## src/rtl/rv32_wishbone_bridge_if.sv

```systemverilog
// Wishbone classic bus between the memory-stage peripheral bridge and the slave fabric.
interface rv32_wishbone_bridge_if;
    logic        wb_cyc_o;
    logic        wb_stb_o;
    logic        wb_we_o;
    logic [31:0] wb_adr_o;
    logic [31:0] wb_dat_o;
    logic [3:0]  wb_sel_o;
    logic [31:0] wb_dat_i;
    logic        wb_ack_i;
    logic        wb_err_i;

    modport master (
        output wb_cyc_o, wb_stb_o, wb_we_o, wb_adr_o, wb_dat_o, wb_sel_o,
        input  wb_dat_i, wb_ack_i, wb_err_i
    );

    modport slave (
        input  wb_cyc_o, wb_stb_o, wb_we_o, wb_adr_o, wb_dat_o, wb_sel_o,
        output wb_dat_i, wb_ack_i, wb_err_i
    );
endinterface

```

## src/rtl/rv32_wishbone_bridge.sv

```systemverilog
// Memory-stage-1 Wishbone master for the 0x2xxx_xxxx peripheral region: one classic
// cycle per load/store, pipeline stalled until the cycle ends, read data held afterwards.
module rv32_wishbone_bridge #(
    parameter int unsigned TIMEOUT_CYCLES = 255
) (
    input  logic                          clk_i,
    input  logic                          rst_n_i,
    input  logic [31:0]                   address_i,
    input  logic [3:0]                    write_enable_i,
    input  logic                          read_request_i,
    input  logic [31:0]                   write_data_i,
    input  logic                          hold_i,
    output logic                          stall_o,
    output logic [31:0]                   read_data_o,
    output logic                          bus_error_o,
    rv32_wishbone_bridge_if.master        wb
);
    localparam int unsigned     CNT_W    = $clog2(TIMEOUT_CYCLES);
    localparam logic [CNT_W-1:0] CNT_LAST = CNT_W'(TIMEOUT_CYCLES - 1);

    typedef enum logic [1:0] {IDLE, BUS, DONE} state_t;

    state_t           state, state_next;
    logic [CNT_W-1:0] count;
    logic             sel, start, finish, abort, timeout;

    assign sel     = (address_i[31:28] == 4'b0010) && (read_request_i || (|write_enable_i));
    assign timeout = (count == CNT_LAST);
    assign stall_o = ((state == IDLE) && sel) || (state == BUS);

    always_comb begin
        state_next = state;
        start      = 1'b0;
        finish     = 1'b0;
        abort      = 1'b0;
        unique case (state)
            IDLE: begin
                if (sel) begin
                    start      = 1'b1;
                    state_next = BUS;
                end
            end
            BUS: begin
                // err outranks ack; silence on the last allowed cycle is treated as err
                if (wb.wb_err_i || (!wb.wb_ack_i && timeout)) begin
                    abort      = 1'b1;
                    finish     = 1'b1;
                    state_next = DONE;
                end else if (wb.wb_ack_i) begin
                    finish     = 1'b1;
                    state_next = DONE;
                end
            end
            DONE: begin
                if (!hold_i) state_next = IDLE;
            end
            default: state_next = IDLE;
        endcase
    end

    always_ff @(posedge clk_i or negedge rst_n_i) begin
        if (!rst_n_i) begin
            state       <= IDLE;
            count       <= '0;
            read_data_o <= '0;
            bus_error_o <= 1'b0;
            wb.wb_cyc_o <= 1'b0;
            wb.wb_stb_o <= 1'b0;
            wb.wb_we_o  <= 1'b0;
            wb.wb_adr_o <= '0;
            wb.wb_dat_o <= '0;
            wb.wb_sel_o <= '0;
        end else begin
            state       <= state_next;
            bus_error_o <= abort;
            if (start) begin
                wb.wb_cyc_o <= 1'b1;
                wb.wb_stb_o <= 1'b1;
                wb.wb_we_o  <= |write_enable_i;
                wb.wb_adr_o <= address_i & 32'hFFFF_FFFC;
                wb.wb_sel_o <= (|write_enable_i) ? write_enable_i : 4'hF;
                wb.wb_dat_o <= write_data_i;
                count       <= '0;
            end else if (finish) begin
                wb.wb_cyc_o <= 1'b0;
                wb.wb_stb_o <= 1'b0;
                if (!wb.wb_we_o) read_data_o <= abort ? 32'h0 : wb.wb_dat_i;
            end else if (state == BUS) begin
                count <= count + 1'b1;
            end
        end
    end
endmodule
```

## src/flat_wrapper.sv

```systemverilog
// flat-port wrapper written by rule: the top's interface ports become plain ports
module rv32_wishbone_bridge_flat 
#(
    parameter int unsigned TIMEOUT_CYCLES = 255
)
  (clk_i, rst_n_i, address_i, write_enable_i, read_request_i, write_data_i, hold_i, stall_o, read_data_o, bus_error_o, wb_wb_cyc_o, wb_wb_stb_o, wb_wb_we_o, wb_wb_adr_o, wb_wb_dat_o, wb_wb_sel_o, wb_wb_dat_i, wb_wb_ack_i, wb_wb_err_i);
  rv32_wishbone_bridge_if wb_i ();
  input  logic clk_i;
  input  logic rst_n_i;
  input  logic [31:0] address_i;
  input  logic [3:0] write_enable_i;
  input  logic read_request_i;
  input  logic [31:0] write_data_i;
  input  logic hold_i;
  output logic stall_o;
  output logic [31:0] read_data_o;
  output logic bus_error_o;
  output wire logic [$bits(wb_i.wb_cyc_o)-1:0] wb_wb_cyc_o;
  output wire logic [$bits(wb_i.wb_stb_o)-1:0] wb_wb_stb_o;
  output wire logic [$bits(wb_i.wb_we_o)-1:0] wb_wb_we_o;
  output wire logic [$bits(wb_i.wb_adr_o)-1:0] wb_wb_adr_o;
  output wire logic [$bits(wb_i.wb_dat_o)-1:0] wb_wb_dat_o;
  output wire logic [$bits(wb_i.wb_sel_o)-1:0] wb_wb_sel_o;
  input wire logic [$bits(wb_i.wb_dat_i)-1:0] wb_wb_dat_i;
  input wire logic [$bits(wb_i.wb_ack_i)-1:0] wb_wb_ack_i;
  input wire logic [$bits(wb_i.wb_err_i)-1:0] wb_wb_err_i;
  assign wb_wb_cyc_o = wb_i.wb_cyc_o;
  assign wb_wb_stb_o = wb_i.wb_stb_o;
  assign wb_wb_we_o = wb_i.wb_we_o;
  assign wb_wb_adr_o = wb_i.wb_adr_o;
  assign wb_wb_dat_o = wb_i.wb_dat_o;
  assign wb_wb_sel_o = wb_i.wb_sel_o;
  assign wb_i.wb_dat_i = wb_wb_dat_i;
  assign wb_i.wb_ack_i = wb_wb_ack_i;
  assign wb_i.wb_err_i = wb_wb_err_i;
  rv32_wishbone_bridge #(.TIMEOUT_CYCLES(TIMEOUT_CYCLES)) u_core (.clk_i(clk_i), .rst_n_i(rst_n_i), .address_i(address_i), .write_enable_i(write_enable_i), .read_request_i(read_request_i), .write_data_i(write_data_i), .hold_i(hold_i), .stall_o(stall_o), .read_data_o(read_data_o), .bus_error_o(bus_error_o), .wb(wb_i));
endmodule
```

## config.mk

```make
export PLATFORM = sky130hd
export DESIGN_NAME = rv32_wishbone_bridge_flat
export DESIGN_NICKNAME = d
export VERILOG_FILES = /design/src/rtl/rv32_wishbone_bridge_if.sv /design/src/rtl/rv32_wishbone_bridge.sv /design/src/flat_wrapper.sv
export SDC_FILE = /design/constraint.sdc
export NUM_CORES = 1
export LEC_CHECK = 0
export CORE_MARGIN = 2
export CORE_UTILIZATION = 35
export DETAILED_ROUTE_END_ITERATION = 10
export DONT_BUFFER_PORTS = 1
export GPL_TIMING_DRIVEN = 0
export PLACE_DENSITY = 0.49
export SETUP_SLACK_MARGIN = 0.2
export SLEW_MARGIN = 0
export SYNTH_ARGS = -nofsm -noshare
export SYNTH_HDL_FRONTEND = slang
export SYNTH_SLANG_ARGS = --single-unit
```

## constraint.sdc

```tcl
create_clock -name clk_i -period 2.5 [get_ports clk_i]
set_input_delay 0.25 -clock clk_i [delete_from_list [all_inputs] [get_ports clk_i]]
set_output_delay 0.25 -clock clk_i [all_outputs]
set_load 0.01 [all_outputs]
```

After elaboration in Yosys (flattened, before gate mapping)
Cells that the tools add are included.
{"block": "classes", "add_sub_neg": 1, "eq_ne": 8, "muxes": 19, "n_bitwise": 2, "reduce_logical": 14}
{"op": "32-bit two-way mux", "count": 1}
{"op": "8-bit two-way mux", "count": 3}
{"op": "1-bit two-way mux", "count": 9}
{"op": "8-bit by 1-bit adder with 8-bit output, second input constant", "count": 1}
{"op": "8-bit == test, second input constant", "count": 1}
{"op": "2-bit two-way mux", "count": 4}
{"op": "2-bit one-hot mux with 3 select lines", "count": 1}
{"op": "3-bit AND reduction", "count": 2}
{"op": "4-bit by 2-bit == test with 1-bit output, second input constant", "count": 1}
{"op": "4-bit two-way mux", "count": 1}
{"op": "2-bit by 1-bit inequality test with 1-bit output, second input constant", "count": 2}
{"op": "2-bit nonzero test", "count": 2}
{"op": "4-bit OR reduction", "count": 1}
{"op": "1-bit logical AND", "count": 3}
{"op": "1-bit logical OR", "count": 3}
{"op": "3-bit by 2-bit inequality test with 1-bit output, second input constant", "count": 1}
{"op": "2-bit by 1-bit == test with 1-bit output, second input constant", "count": 1}
{"op": "2-bit == test, second input constant", "count": 1}
{"op": "2-bit logical NOT", "count": 1}
{"op": "2-bit inequality test, second input constant", "count": 1}
{"op": "1-bit inverter", "count": 2}
{"op": "2-bit AND reduction", "count": 1}
{"op": "1-bit logical NOT", "count": 1}
{"block": "totals", "ff_bits": 111, "in_bits": 106, "elab_cells": 53}

Longest topological paths before layout
Gate-level depths: netlist of run 1.
{"block": "depth", "word_depth": 7, "ltp_mapped": 7}

Worst setup path before layout of run 1
OpenSTA, ideal clock, no wires.
{"block": "synth_path", "path_kind": "reg-to-reg", "startpoint": "register u_core.state[0]", "endpoint": "register u_core.wb.wb_dat_o[23]", "setup_ps": 125, "arrival_time_ps": 1919, "required_ps": 2375, "path_slack_ps": 456, "stages_incl_launch_ff": 6, "synth_period_minus_slack_ps": 2044, "cell_sequence": "dfrtp_1 or4b_1 a2111o_1 buf_6 buf_2 mux2_4"}
{"block": "synth_via", "elab_chain_cells": 2}
{"element": "start, declared", "line": "rv32_wishbone_bridge.sv:23", "text": "state_t state, state_next;"}
{"element": "start signal, assigned", "line": "rv32_wishbone_bridge.sv:74", "text": "state <= state_next;"}
{"element": "2-bit logical NOT", "line": "rv32_wishbone_bridge.sv:36", "text": "unique case (state)"}
{"element": "1-bit two-way mux", "line": "rv32_wishbone_bridge.sv:36"}
{"element": "end signal, assigned", "line": "rv32_wishbone_bridge.sv:82", "text": "wb.wb_dat_o <= write_data_i;"}
{"element": "end, declared", "line": "rv32_wishbone_bridge_if.sv:14", "text": "output wb_cyc_o, wb_stb_o, wb_we_o, wb_adr_o, wb_dat_o, wb_sel_o,"}
Every way passes these cells.
A chain may end at the register's enable or synchronous reset.

Worst setup path after layout of run 1
{"block": "layout_path", "startpoint": "register u_core.state[1]", "endpoint": "output port stall_o"}
{"block": "layout_via", "elab_chain_cells": 3, "word_cells_on_any_way": 4}
{"element": "2-bit logical NOT", "line": "rv32_wishbone_bridge.sv:29", "text": "assign stall_o = ((state == IDLE) && sel) || (state == BUS);"}
{"element": "1-bit logical AND", "line": "rv32_wishbone_bridge.sv:29"}
{"element": "1-bit logical OR (*)", "line": "rv32_wishbone_bridge.sv:29"}
{"element": "end, declared", "line": "flat_wrapper.sv:15", "text": "output logic stall_o;"}
Every way passes the cells marked *; elsewhere a longest branch is shown, timed or not.

==> impl_metrics.ini, run 1 <==
[synthesis]
synth_edf_count = 0
syn-cell-area_sq_um = 4273
synthTopCellsByArea = dfrtp_1 65%, mux2_2 9.5%, a22o_1 6.6%
syn_inst = 298
ys_types = 35
yosysSeqAreaShare_pct = 65.01
synth_ff_type = dfrtp_1
yosys_warnings = 0
synthDominantCellAreaShare_pct = 65.01
synth-async-reset-ratio_pct = 100.0
synth_area_per_cell_sq_um = 14.34
yosys.area.top_type = dfrtp_1
yosys_register_bits = 111

[power_and_ir_drop]
power_frac_seq_pct = 58.8
intPower_mw = 3.261
vdd_drop_max_mv = 0.3181
switching_power_mw = 1.235
p_leak_nw = 2.232
power_frac_clock_pct = 32.2
swShare_pct = 27.47
totalPowerFinal_mw = 4.496
power.density_nw_per_um2 = 929.3
p_comb_share_pct = 9.1

[timing]
worst_pin_slew_ns = 0.8007
hold_viol_final = 111
timing.hold.ws_ns = -0.4104
setup_tns_ns = 0
finalCritPeriodShare_pct = 91.20
slew_viol_final = 0
worst_clock_skew_ns = 0.005784
rsz0062_at_grt = yes
fmax_mhz = 438.6
finalSetupViolations = 0
worst_slew_margin_rel_pct = 46.13
worst_slack_ns = 0.2199
finalCriticalPeriod_ns = 2.280

[floorplan]
core_sq_um = 11960
dieArea_sq_um = 13110
io_pins = 211
fp-row-count = 40
die_h_microns = 114.5
dieWidth_microns = 114.5
start_util_pct = 35.72

[cts]
max-clock-path-buffers = 2
clk_latency_ns = 0.35
cts_inserted_buffers = 9
root_buffer = clkbuf_16
cts.sink_count = 111
cts_tree = built
cts_max_level = 3
clk_pin_slew_ns = 0.07

[run_status]
outcome = finished, violations left
violations = negative hold slack

[global_route]
grt.overflow.total = 0
track_usage_pct = 13.98
grt_pass1_vias = 2578
antenna_found_initial = 0
grt_max_degree = 112
grt_pass1_wl_mm = 13.74

[detailed_routing]
drt_drc_violations_left = 0
wl_mm = 9.179
detail-route-antenna-nets = 0
route.vias.total = 2464
avgViaCountPerCell = 5.265
wl_per_cell_microns = 19.61
drt-initial-drc-count = 104
drt-pass1-iter-count = 4

[setup_path]
critPathMaxFanout = 10
cp-start-kind = register
crit_required_ns = 2.25
cp-end-kind = output pin
cp.arrival_ns = 2.03
path_class = reg -> out

[cells_and_area]
mostFrequentLayoutCell = dfrtp_1
fin_area_sq_um = 4838
area_growth_pct = 13.24
n_fill_cell = 1158
layout.nets = 424
diodes = 0
final_layout_size_suffix_gt1_share_pct = 22.74
mostFrequentLayoutCells = 111 x dfrtp_1, 36 x mux2_2, 32 x a22o_1

[placed_design]
placed_area_sq_um = 4461
hpwl_mm = 6.562
place_congestion = 0.7207
port_buffers = 0
pre_cts_slack_ns = -0.02906

[job]
cap_violations = 0

[hold_path]
hp-class = in -> async
## flip-flops by register name, summed over array words and instances (netlist names)
register,cells
u_core.bus_error_o,1
u_core.wb.wb_we_o,1
u_core.wb.wb_adr_o,30
u_core.wb.wb_sel_o,4
u_core.count,8
u_core.state,2
u_core.wb.wb_cyc_o,1
u_core.read_data_o,32
u_core.wb.wb_dat_o,32
## per-stage QoR
stage          cells  utilization [%]
2_1_floorplan    299                -
3_3_place_gp     446            37.29
3_5_place_dp     446            37.29
4_1_cts          463            39.93
5_1_grt          468            40.45
6_report         468            40.45
## area by class of cell
cell class	count	area (sq um)	share of cell area [%]
flip-flops and latches	111	2778	57.41
multi-input cells	164	1393	28.78
clock buffers	12	246.5	5.094
well taps	147	183.9	3.801
plain buffers	20	122.6	2.534
clock inverters	4	55.05	1.138
repair buffers	6	45.04	0.9310
inverters	4	15.01	0.3103
## synth_stat cells, types with 4 or more instances
master,n
nor2_1,9
o21ai_0,11
mux2_2,36
nand2_1,11
nand3_1,5
a22o_1,32
and2_1,4
mux2_1,20
dfrtp_1,111
clkbuf_1,10
buf_2,4
inv_1,4
## power groups by stage
| stage | logic, mW | registers, mW | clock network [mW] |
|---|---|---|---|
| 2_1_floorplan | 0.357 | 2.58 | 0 |
| 3_3_place_gp | 0.387 | 2.68 | 0 |
| 3_5_place_dp | 0.412 | 2.67 | 0 |
| 4_1_cts | 0.409 | 2.65 | 1.50 |
| 5_1_grt | 0.463 | 2.70 | 1.58 |
| 6_report | 0.409 | 2.64 | 1.45 |
## per-layer routing
layer  routed length, microns  up-vias  part of all wire (%)  track usage, %
li1                         -     1100                     -               -
met1                     3636     1191                    40           16.77
met2                     4049      162                    44           20.12
met3                     1301       11                    14           7.623
met4                      191        0                   2.1           7.317
met5                        0        -                     0               0
## timing repair
action,4_1_cts,5_1_grt
endpoints found under the setup margin,35,3
setup buffers,1,5
pin swaps,1,1
endpoints found under the hold margin,111,111
gates resized for setup,1,12
## worst max-delay path, stage by stage (launching register included)
cell,delay [ns]
dfrtp_1,0.40
or4b_1,0.50
a2111o_1,0.41
buf_6,0.16
buf_6,0.13
nand2_4,0.08
## final timing paths
check                                             from                                 end  slack, ns  cells after the start
max                        u_core.state[1]$_DFFE_PN0P_                             stall_o       0.22                      5
min                                            rst_n_i  u_core.wb.wb_adr_o[11]$_DFFE_PN0P_      -0.41                      0
max reg2reg                u_core.state[1]$_DFFE_PN0P_         u_core.count[3]$_DFFE_PN0P_       0.29                      6
min reg2reg                u_core.state[0]$_DFFE_PN0P_         u_core.state[1]$_DFFE_PN0P_       0.49                      1
max in group asynchronous                      rst_n_i   u_core.wb.wb_dat_o[3]$_DFFE_PN0P_       2.76                      0
min in group clk_i                       address_i[10]  u_core.wb.wb_adr_o[10]$_DFFE_PN0P_       0.03                      1
## cell families after synthesis
| group | synth area share (%) |
|---|---|
| buf+inv | 3.016 |
| flops | 65.01 |
| simple gates | 5.651 |
| other cells | 0.08776 |
| compound gates | 10.19 |
| mux | 15.46 |
| fa+ha+maj | 0.5856 |
No activity file was read; power rests on OpenSTA's default activity.
==> inputs of run 2 (changes only) <==
--- a/config.mk
+++ b/config.mk
@@ -6,11 +6,11 @@
 export NUM_CORES = 1
 export LEC_CHECK = 0
 export CORE_MARGIN = 2
-export CORE_UTILIZATION = 35
+export CORE_UTILIZATION = 40
 export DETAILED_ROUTE_END_ITERATION = 10
 export DONT_BUFFER_PORTS = 1
 export GPL_TIMING_DRIVEN = 0
-export PLACE_DENSITY = 0.49
+export PLACE_DENSITY = 0.54
 export SETUP_SLACK_MARGIN = 0.2
 export SLEW_MARGIN = 0
 export SYNTH_ARGS = -nofsm -noshare
==> run 2 against run 1 <==
Clock skew is 0.012 ns higher. Maximum frequency is 0.41% higher. The run still ends with negative hold slack left. Flip-flop and latch count stayed put.
==> impl_metrics.ini, run 2 (synthesis results as in run 1) <==
[detailed_routing]
drt_drc_violations_left = 0
dr_wl_met3_mm = 1.334
route.vias.total = 2639
wl_met2_mm = 4.659
wl_mm = 9.680
top_layer = met4
drt-initial-drc-count = 131
wl_per_cell_microns = 19.76
detail-route-antenna-nets = 0
met1_length_mm = 3.564
drt-pass1-iter-count = 4
avgViaCountPerCell = 5.386

[setup_path]
cp.depth = 5
cp_cell_sequence = or4b_1 -> a2111o_1 -> buf_6 -> buf_8 -> nand2_4
rrSetupSlack_ns = 0.26
slowest_stage = or4b_1
r2r_cells = 6
timing.rr.end = u_core.wb.wb_dat_o[24]$_DFFE_PN0P_
startpoint = u_core.state[0]$_DFFE_PN0P_
worstSetupEndpoint = stall_o
crit_required_ns = 2.25
critPathMaxFanout = 8
cp.arrival_ns = 2.02
r2r_start = u_core.state[0]$_DFFE_PN0P_
cp-start-kind = register
cp_top_family = simple AND/OR/NAND/NOR gates
critical_path.max_stage_delay_ns = 0.52
path_class = reg -> out
cp-end-kind = output pin
cp_num_buf_inv = 2

[global_route]
grt_max_degree = 112
track_usage_pct = 16.42
grt.overflow.total = 0
grt_pass1_vias = 2770
antenna_found_initial = 0
grt_pass1_wl_mm = 14.55

[hold_path]
hp-class = in -> async

[run_status]
violations = negative hold slack
outcome = finished, violations left

[floorplan]
start_util_pct = 41.20
dieArea_sq_um = 11530
core_sq_um = 10370
die_h_microns = 107.4
fp-row-count = 37
dieWidth_microns = 107.4
io_pins = 211

[power_and_ir_drop]
power.density_nw_per_um2 = 821.2
p_comb_share_pct = 11.0
intPower_mw = 2.873
power_frac_seq_pct = 63.9
vdd_drop_max_mv = 0.3026
switching_power_mw = 1.256
swShare_pct = 30.42
power_frac_clock_pct = 25.0
p_leak_nw = 2.320
totalPowerFinal_mw = 4.129

[cells_and_area]
utilization_pct = 48.49
fin_area_sq_um = 5029
mostFrequentLayoutCells = 111 x dfrtp_1, 36 x mux2_2, 32 x a22o_1
reg_top3 = u_core.read_data_o: 32 flops, u_core.wb.wb_dat_o: 32 flops, u_core.wb.wb_adr_o: 30 flops
diodes = 0
final_layout_size_suffix_gt1_share_pct = 21.47
fin_cells = 490
mostFrequentLayoutCell = dfrtp_1
area_growth_pct = 17.69
layout.nets = 457

[timing]
finalSetupViolations = 0
finalCriticalPeriod_ns = 2.271
fmax_mhz = 440.4
timing.hold.ws_ns = -0.4466
rsz0062_at_grt = yes
setup_tns_ns = 0
worst_slew_margin_rel_pct = 41.67
worst_clock_skew_ns = 0.01794
worst_pin_slew_ns = 0.8670
finalCritPeriodShare_pct = 90.83
slew_viol_final = 0
worst_slack_ns = 0.2293
hold_viol_final = 111

[cts]
root_buffer = clkbuf_8
cts_inserted_buffers = 9
cts_tree = built
clk_latency_ns = 0.37
cts_max_level = 3
max-clock-path-buffers = 2
cts.sink_count = 111
clk_pin_slew_ns = 0.12

[placed_design]
placed_area_sq_um = 4447
port_buffers = 0
placed_cells = 435
hpwl_mm = 6.710
place_congestion = 0.7319
pre_cts_slack_ns = 0.1087

[job]
cap_violations = 0
-- run 2: changes by cell type in the layout (fill, tap and decap cells not counted), sizes merged --
cell,before,now
clkinv,2,1
clkinvlp,1,0
inv,4,9
dlygate4sd3,0,31
clkbuf,21,19
buf,17,19
bufinv,1,0
-- run 2: how the worst min path moves through the flow --
stage / startpoint / end / cells after the start
2_1_floorplan: rst_n_i / u_core.bus_error_o$_DFF_PN0_ / 0
3_3_place_gp: rst_n_i / u_core.wb.wb_adr_o[16]$_DFFE_PN0P_ / 0
3_5_place_dp: rst_n_i / u_core.wb.wb_adr_o[14]$_DFFE_PN0P_ / 0
4_1_cts: rst_n_i / u_core.wb.wb_adr_o[26]$_DFFE_PN0P_ / 0
5_1_grt: rst_n_i / u_core.wb.wb_adr_o[16]$_DFFE_PN0P_ / 0
6_report: rst_n_i / u_core.wb.wb_adr_o[17]$_DFFE_PN0P_ / 0
-- run 2: worst register-to-register path: cells and delay by family (launching register included) --
family,cells,cell delay [ns]
AO/OA/AOI/OAI,1,0.41
buffers and inverters,3,0.52
flip-flops,1,0.40
multiplexers,1,0.31
AND/OR/NAND/NOR,1,0.52
-- run 2: power groups by stage --
stage | logic [mW] | clock network (mW) | registers, mW
after global routing | 0.508 | 1.15 | 2.69
final | 0.456 | 1.03 | 2.64
after detailed placement | 0.415 | 0 | 2.67
after floorplan | 0.357 | 0 | 2.58
after CTS | 0.451 | 1.08 | 2.64
after global placement | 0.388 | 0 | 2.68
-- run 2: final cells by class --
cell class / count / area [sq um]
plain buffers: 20 / 126.4
well taps: 136 / 170.2
clock buffers: 10 / 127.6
multi-input cells: 164 / 1384
inverters: 4 / 15.01
flip-flops and latches: 111 / 2778
fillers: 934 / 5341
clock inverters: 6 / 57.56
repair buffers: 39 / 370.4
-- run 2: per-layer routing --
metal,track usage [%],vias up
li1,-,1162
met1,18.47,1314
met2,27.03,151
met3,8.172,12
met4,5.769,0
met5,0,-
-- run 2: what timing repair did --
| item | CTS | global route |
|---|---|---|
| endpoints found under the setup margin | 1 | 33 |
| setup buffers | 4 | 4 |
| hold buffers | 26 | 5 |
| hold endpoints to repair | 137 | 116 |
| pin swaps | 1 | 2 |
| resized for setup | 3 | 7 |
